[src/rtl/inst_s_dec_pkg.sv]
// inst_s_dec_pkg: shared S-type store opcode, funct3 codes and store-size encoding
package inst_s_dec_pkg;
  localparam logic [6:0] OPCODE_STORE = 7'b0100011;
  localparam logic [2:0] F3_SB = 3'b000;
  localparam logic [2:0] F3_SH = 3'b001;
  localparam logic [2:0] F3_SW = 3'b010;
  localparam logic [2:0] F3_SD = 3'b011;
  typedef enum logic [1:0] {
    MS_BYTE   = 2'd0,
    MS_HALF   = 2'd1,
    MS_WORD   = 2'd2,
    MS_DOUBLE = 2'd3
  } mem_size_e;
endpackage

[src/rtl/inst_s_dec_s_imm_gen.sv]
// s_imm_gen: slices S-format fields and sign-extends the split store offset
module s_imm_gen #(
  parameter int XLEN = 32
) (
  input  logic [31:7]     i_word,
  output logic [6:0]      o_imm_msb,
  output logic [4:0]      o_rs2,
  output logic [4:0]      o_rs1,
  output logic [2:0]      o_funct3,
  output logic [4:0]      o_imm_lsb,
  output logic [XLEN-1:0] o_imm
);
  assign o_imm_msb = i_word[31:25];
  assign o_rs2     = i_word[24:20];
  assign o_rs1     = i_word[19:15];
  assign o_funct3  = i_word[14:12];
  assign o_imm_lsb = i_word[11:7];
  assign o_imm     = {{(XLEN-12){i_word[31]}}, i_word[31:25], i_word[11:7]};
endmodule

[src/rtl/inst_s_dec.sv]
// inst_s_dec: registered RISC-V S-type store decoder; INST_S_DEC_RV64_EN makes SD legal (use XLEN=64)
module inst_s_dec
  import inst_s_dec_pkg::*;
#(
  parameter int XLEN = 32
) (
  input  logic            clk,
  input  logic            rst_n,
  input  logic            in_valid,
  input  logic [31:0]     instruction_word,
  output logic            out_valid,
  output logic [6:0]      imm_MSB,
  output logic [4:0]      rs2,
  output logic [4:0]      rs1,
  output logic [4:0]      imm_LSB,
  output logic [2:0]      funct3,
  output logic [XLEN-1:0] imm,
  output logic [1:0]      mem_size,
  output logic            is_store,
  output logic            illegal
);
  logic [6:0]      w_imm_msb;
  logic [4:0]      w_rs2;
  logic [4:0]      w_rs1;
  logic [2:0]      w_funct3;
  logic [4:0]      w_imm_lsb;
  logic [XLEN-1:0] w_imm;
  logic            w_legal_f3;
  logic            w_legal;
  logic            r_valid;
  logic [6:0]      r_imm_msb;
  logic [4:0]      r_rs2;
  logic [4:0]      r_rs1;
  logic [4:0]      r_imm_lsb;
  logic [2:0]      r_funct3;
  logic [XLEN-1:0] r_imm;
  mem_size_e       r_mem_size;
  logic            r_is_store;
  logic            r_illegal;

  s_imm_gen #(.XLEN(XLEN)) u_s_imm_gen (
    .i_word    (instruction_word[31:7]),
    .o_imm_msb (w_imm_msb),
    .o_rs2     (w_rs2),
    .o_rs1     (w_rs1),
    .o_funct3  (w_funct3),
    .o_imm_lsb (w_imm_lsb),
    .o_imm     (w_imm)
  );

`ifdef INST_S_DEC_RV64_EN
  assign w_legal_f3 = w_funct3 inside {F3_SB, F3_SH, F3_SW, F3_SD};
`else
  assign w_legal_f3 = w_funct3 inside {F3_SB, F3_SH, F3_SW};
`endif
  assign w_legal = (instruction_word[6:0] == OPCODE_STORE) && w_legal_f3;

  // Status flags track in_valid every cycle; fields only load on a valid word and hold otherwise
  always_ff @(posedge clk or negedge rst_n) begin
    if (!rst_n) begin
      r_valid    <= 1'b0;
      r_is_store <= 1'b0;
      r_illegal  <= 1'b0;
      r_imm_msb  <= '0;
      r_rs2      <= '0;
      r_rs1      <= '0;
      r_imm_lsb  <= '0;
      r_funct3   <= '0;
      r_imm      <= '0;
      r_mem_size <= MS_BYTE;
    end else begin
      r_valid    <= in_valid;
      r_is_store <= in_valid & w_legal;
      r_illegal  <= in_valid & ~w_legal;
      if (in_valid) begin
        r_imm_msb  <= w_imm_msb;
        r_rs2      <= w_rs2;
        r_rs1      <= w_rs1;
        r_imm_lsb  <= w_imm_lsb;
        r_funct3   <= w_funct3;
        r_imm      <= w_imm;
        r_mem_size <= mem_size_e'(w_funct3[1:0]);
      end
    end
  end

  assign out_valid = r_valid;
  assign imm_MSB   = r_imm_msb;
  assign rs2       = r_rs2;
  assign rs1       = r_rs1;
  assign imm_LSB   = r_imm_lsb;
  assign funct3    = r_funct3;
  assign imm       = r_imm;
  assign mem_size  = r_mem_size;
  assign is_store  = r_is_store;
  assign illegal   = r_illegal;
endmodule

[config.mk]
export PLATFORM = sky130hd
export DESIGN_NAME = inst_s_dec
export DESIGN_NICKNAME = d
export VERILOG_FILES = /design/src/rtl/inst_s_dec_pkg.sv /design/src/rtl/inst_s_dec_s_imm_gen.sv /design/src/rtl/inst_s_dec.sv
export SDC_FILE = /design/constraint.sdc
export NUM_CORES = 1
export LEC_CHECK = 0
export ABC_AREA = 1
export BUFFER_PORTS_ARGS = -buffer_cell sky130_fd_sc_hd__buf_2
export CORE_AREA = 4 4 61 63
export DETAILED_ROUTE_END_ITERATION = 12
export DIE_AREA = 0 0 65 67
export PLACE_DENSITY = 0.93
export SLEW_MARGIN = 25
export SYNTH_ARGS = -nofsm -noshare
export SYNTH_HDL_FRONTEND = slang
export SYNTH_SLANG_ARGS = --single-unit
[constraint.sdc]
create_clock -name clk -period 1.6 [get_ports clk]
set_input_delay 0.24 -clock clk [delete_from_list [all_inputs] [get_ports clk]]
set_output_delay 0.24 -clock clk [all_outputs]
set_load 0.005 [all_outputs]
* Word level (Yosys, flattened, before mapping)
Cells that the tools add are included.
** Word-level totals
- Register bits after elaboration :: 42
- Output and inout bits :: 62
- Word-level logic and storage cells :: 19
** Cells by class
- Equal/unequal tests :: 3
- Bitwise logic cells :: 3
- Reductions and logical operators :: 3
** Operator list (number)
- equality test 7 x 6 -> 1 bit (second input constant) :: 1
- equality test 3 x 1 -> 1 bit (second input constant) :: 1
- equality test 3 x 2 -> 1 bit (second input constant) :: 1
- zero test 3 bit :: 1
- nonzero test 3 bit :: 1
- AND 1 bit :: 2
- logical AND 1 bit :: 1
- inverter 1 bit :: 1

* Logic depth before layout (Yosys ltp)
- Depth in word-level cells :: 5
- Gate-level depth with buffers :: 5
- Depth with buffers taken out :: 5

* By module
Synthesis repeated with hierarchy kept, for this count alone.
** Unflattened totals
- Cell total of the unflattened synthesis :: 315
- Area total of the unflattened synthesis :: 2706.3 um^2
** Modules (own cells, without submodules)
- inst_s_dec :: instances 1, cells an instance 258, area an instance 2278.4 um^2, seq. area each 1501.4 um^2
- s_imm_gen :: instances 1, cells an instance 57, area an instance 427.9 um^2, seq. area each 0.0 um^2

* Worst setup path after synthesis
No wires, ideal clock.
- Path kind :: register to output
- Start point :: reg, netlist name imm_MSB[6]
- End point :: out imm[12]
- Arrival time :: 0.850 ns
- Path slack :: 0.510 ns
- Stages on the path, launching flop included :: 2
- Path buffers :: 1
- Path through :: dfrtp_1 -> buf_4
** RTL lines
- end: declaration :: line inst_s_dec.sv:17 : output logic [XLEN-1:0] imm,

==> flow_summary.toml <==
[clocking]
cts_tree = "built"
clock_latency_ps = 330
clkTransAtPathRegs_ps = 150
cts_buffers = 3
htreeDepth = 1
cts_buffer_depth = 2
root_buffer = "clkbuf_4"
cts_sinks = 28
cts_resized = 0

[yosys]
synth_seq_cells = 28
yosysWarnings = 0
yosysSeqAreaShare = 0.523
synthesis.area_um2 = 1340
postSynthAreaPerCell_um2 = 8.75
syn_inst = 153
post_synth_num_cell_types = 10
syn_nets = 188

[timing]
finalCriticalPeriod_ps = 1410
finalCritPeriodShare = 0.881
fmax_mhz = 709
hold_viol = 0
relSlewSlack = 0.599
slew_violations = 0
rsz0062_at_grt = "false"
tns_ps = 0
holdWs_ps = 93.8
worst_pin_slew_ps = 601
fin_ws_ps = 190
finClkSkew_ps = 0
setup_viol = 0

[place]
dp_hpwl_um = 2290
placed_area_um2 = 1570
place.gp.congestion = 0.625
place_ws_ps = 441
port-buffer-count = 96

[power_and_ir_drop]
leakage_nw = 1.01
peakVddDrop_mv = 0.512
p_per_area_nw_per_um2 = 886

[route]
ant_nets = 0
wl_per_cell_um = 11.2
viasPerCell = 4.23
routed_wl_um = 2930
dr.first_iter.drc_count = 44
firstDrtPassIters = 4
drc = 0
vias = 1105

[job]
drv_cap = 0

[min_path]
hold-path-endpoint = "imm_LSB[1]"
hold_class = "in2reg"
min-delay-start = "instruction_word[8]"
holdPathStages = 3

[worst_setup_path]
worstSetupStartpointType = "flip-flop"
path_delay_family = "flip-flops"
required_ps = 1360
cp_max_fo = 23
cp-end-kind = "output port"
ff2ff_setup_slack_ps = 760
crit_buf_inv = 1
cp_cell_sequence = "buf_2"
critPathSlowestCell = "dfrtp_1"
r2r-start = "imm_MSB[6]"
path_class = "reg2out"
rr_endpoint = "imm_MSB[6]"
timing.critical_path.slowest_cell_delay_ps = 630
r2r.worst_path.cells = 2
cp.arrival_ps = 1170

[finish]
layout-drive-gt1-share = 0.474
synthToLayoutAreaGrowth_pct = 20.9
final_common_cell = "buf_2"
most-common-layout-cells = "buf_2 (96), nand2_1 (76), dfrtp_1 (28)"
num-fill-cells = 323
diodes = 0
nets = 251
final_core_utilization = 0.501
final_cell_area_um2 = 1620

[grt]
antenna_found_initial = 0
gr-usage-all-layers = 0.133
overflow = 0
grt_pass1_vias = 963
grt_max_degree = 29
grt_pass1_wl_um = 4410

[floorplan]
die-width_um = 65
fp.coreArea_um2 = 3230
die_h_um = 67
rows = 21
io_pins = 97
initial_core_util = 0.414
die-area_um2 = 4360

[outcome]
status = "finished clean"
per-stage QoR:
stage                     total power, mW  instances
after floorplan                      1.03        153
after global placement               1.11        256
after detailed placement             1.12        256
after CTS                            1.46        261
after global routing                 1.52        261
final                                1.43        261
area by class of cell:
| class | instances | area (µm²) | share of cell area |
|---|---|---|---|
| inverter | 2 | 12.5 | 0.00773 |
| multi-input combinational | 84 | 322 | 0.199 |
| timing repair buffer | 97 | 490 | 0.303 |
| tap | 46 | 57.6 | 0.0355 |
| sequential | 28 | 701 | 0.433 |
| clock buffer | 4 | 36.3 | 0.0224 |
power breakdown:
| part | switching [mW] | internal, mW | total, mW | leakage, nW |
|---|---|---|---|---|
| Clock | 0.200 | 0.139 | 0.339 | 0.0210 |
| Sequential | 0.0426 | 0.766 | 0.808 | 0.342 |
| Combinational | 0.142 | 0.144 | 0.287 | 0.643 |
what timing repair did:
action                     CTS  global route
hold endpoints to repair    28             0
hold buffers                 1             0
buffers inserted             0             0
setup endpoints to repair    0             0
logic make-up after synthesis:
family / share of synthesized area
and+or+nand+nor: 0.240
buffers and inverters: 0.236
DFF: 0.523
worst max-delay path by stage:
stage | end | start | slack, ps | cells after the start
floorplan | imm[12] | imm_MSB[6] | 510 | 1
global placement | is_store | in_valid | 470 | 3
detailed placement | is_store | in_valid | 440 | 3
CTS | imm[18] | imm_MSB[6] | 150 | 1
global route | imm[18] | imm_MSB[6] | 50 | 1
finish | imm[18] | imm_MSB[6] | 190 | 1
layer usage:
layer,track usage,share of wire,vias up
met2,0.248,0.48,71
met3,0.0489,0.12,2
met1,0.146,0.39,483
met4,0.0237,0.0034,0
li1,-,-,549
met5,0,0,-
worst register-to-register path, stage by stage (launching register included):
cell,delay (ps)
dfrtp_1,630
nand2_1,100
nand2_1,70
flip-flops by register name, indices dropped and copies added (netlist names):
name       count
funct3         3
rs2            5
rs1            5
out_valid      1
is_store       1
imm_MSB        7
illegal        1
imm            1
imm_LSB        4
cell usage after synthesis:
library cell  instances  area, µm²
dfrtp_1              28        701
nand2_1              76        285
nand3_1               2       10.0
nor2_1                4       15.0
inv_1                 1       3.75
nor3_1                1       5.00
inv_6                 1       8.76
buf_4                36        270
buf_6                 3       33.8
nor2_2                1       6.26
No activity file was read; power rests on OpenSTA's default activity.
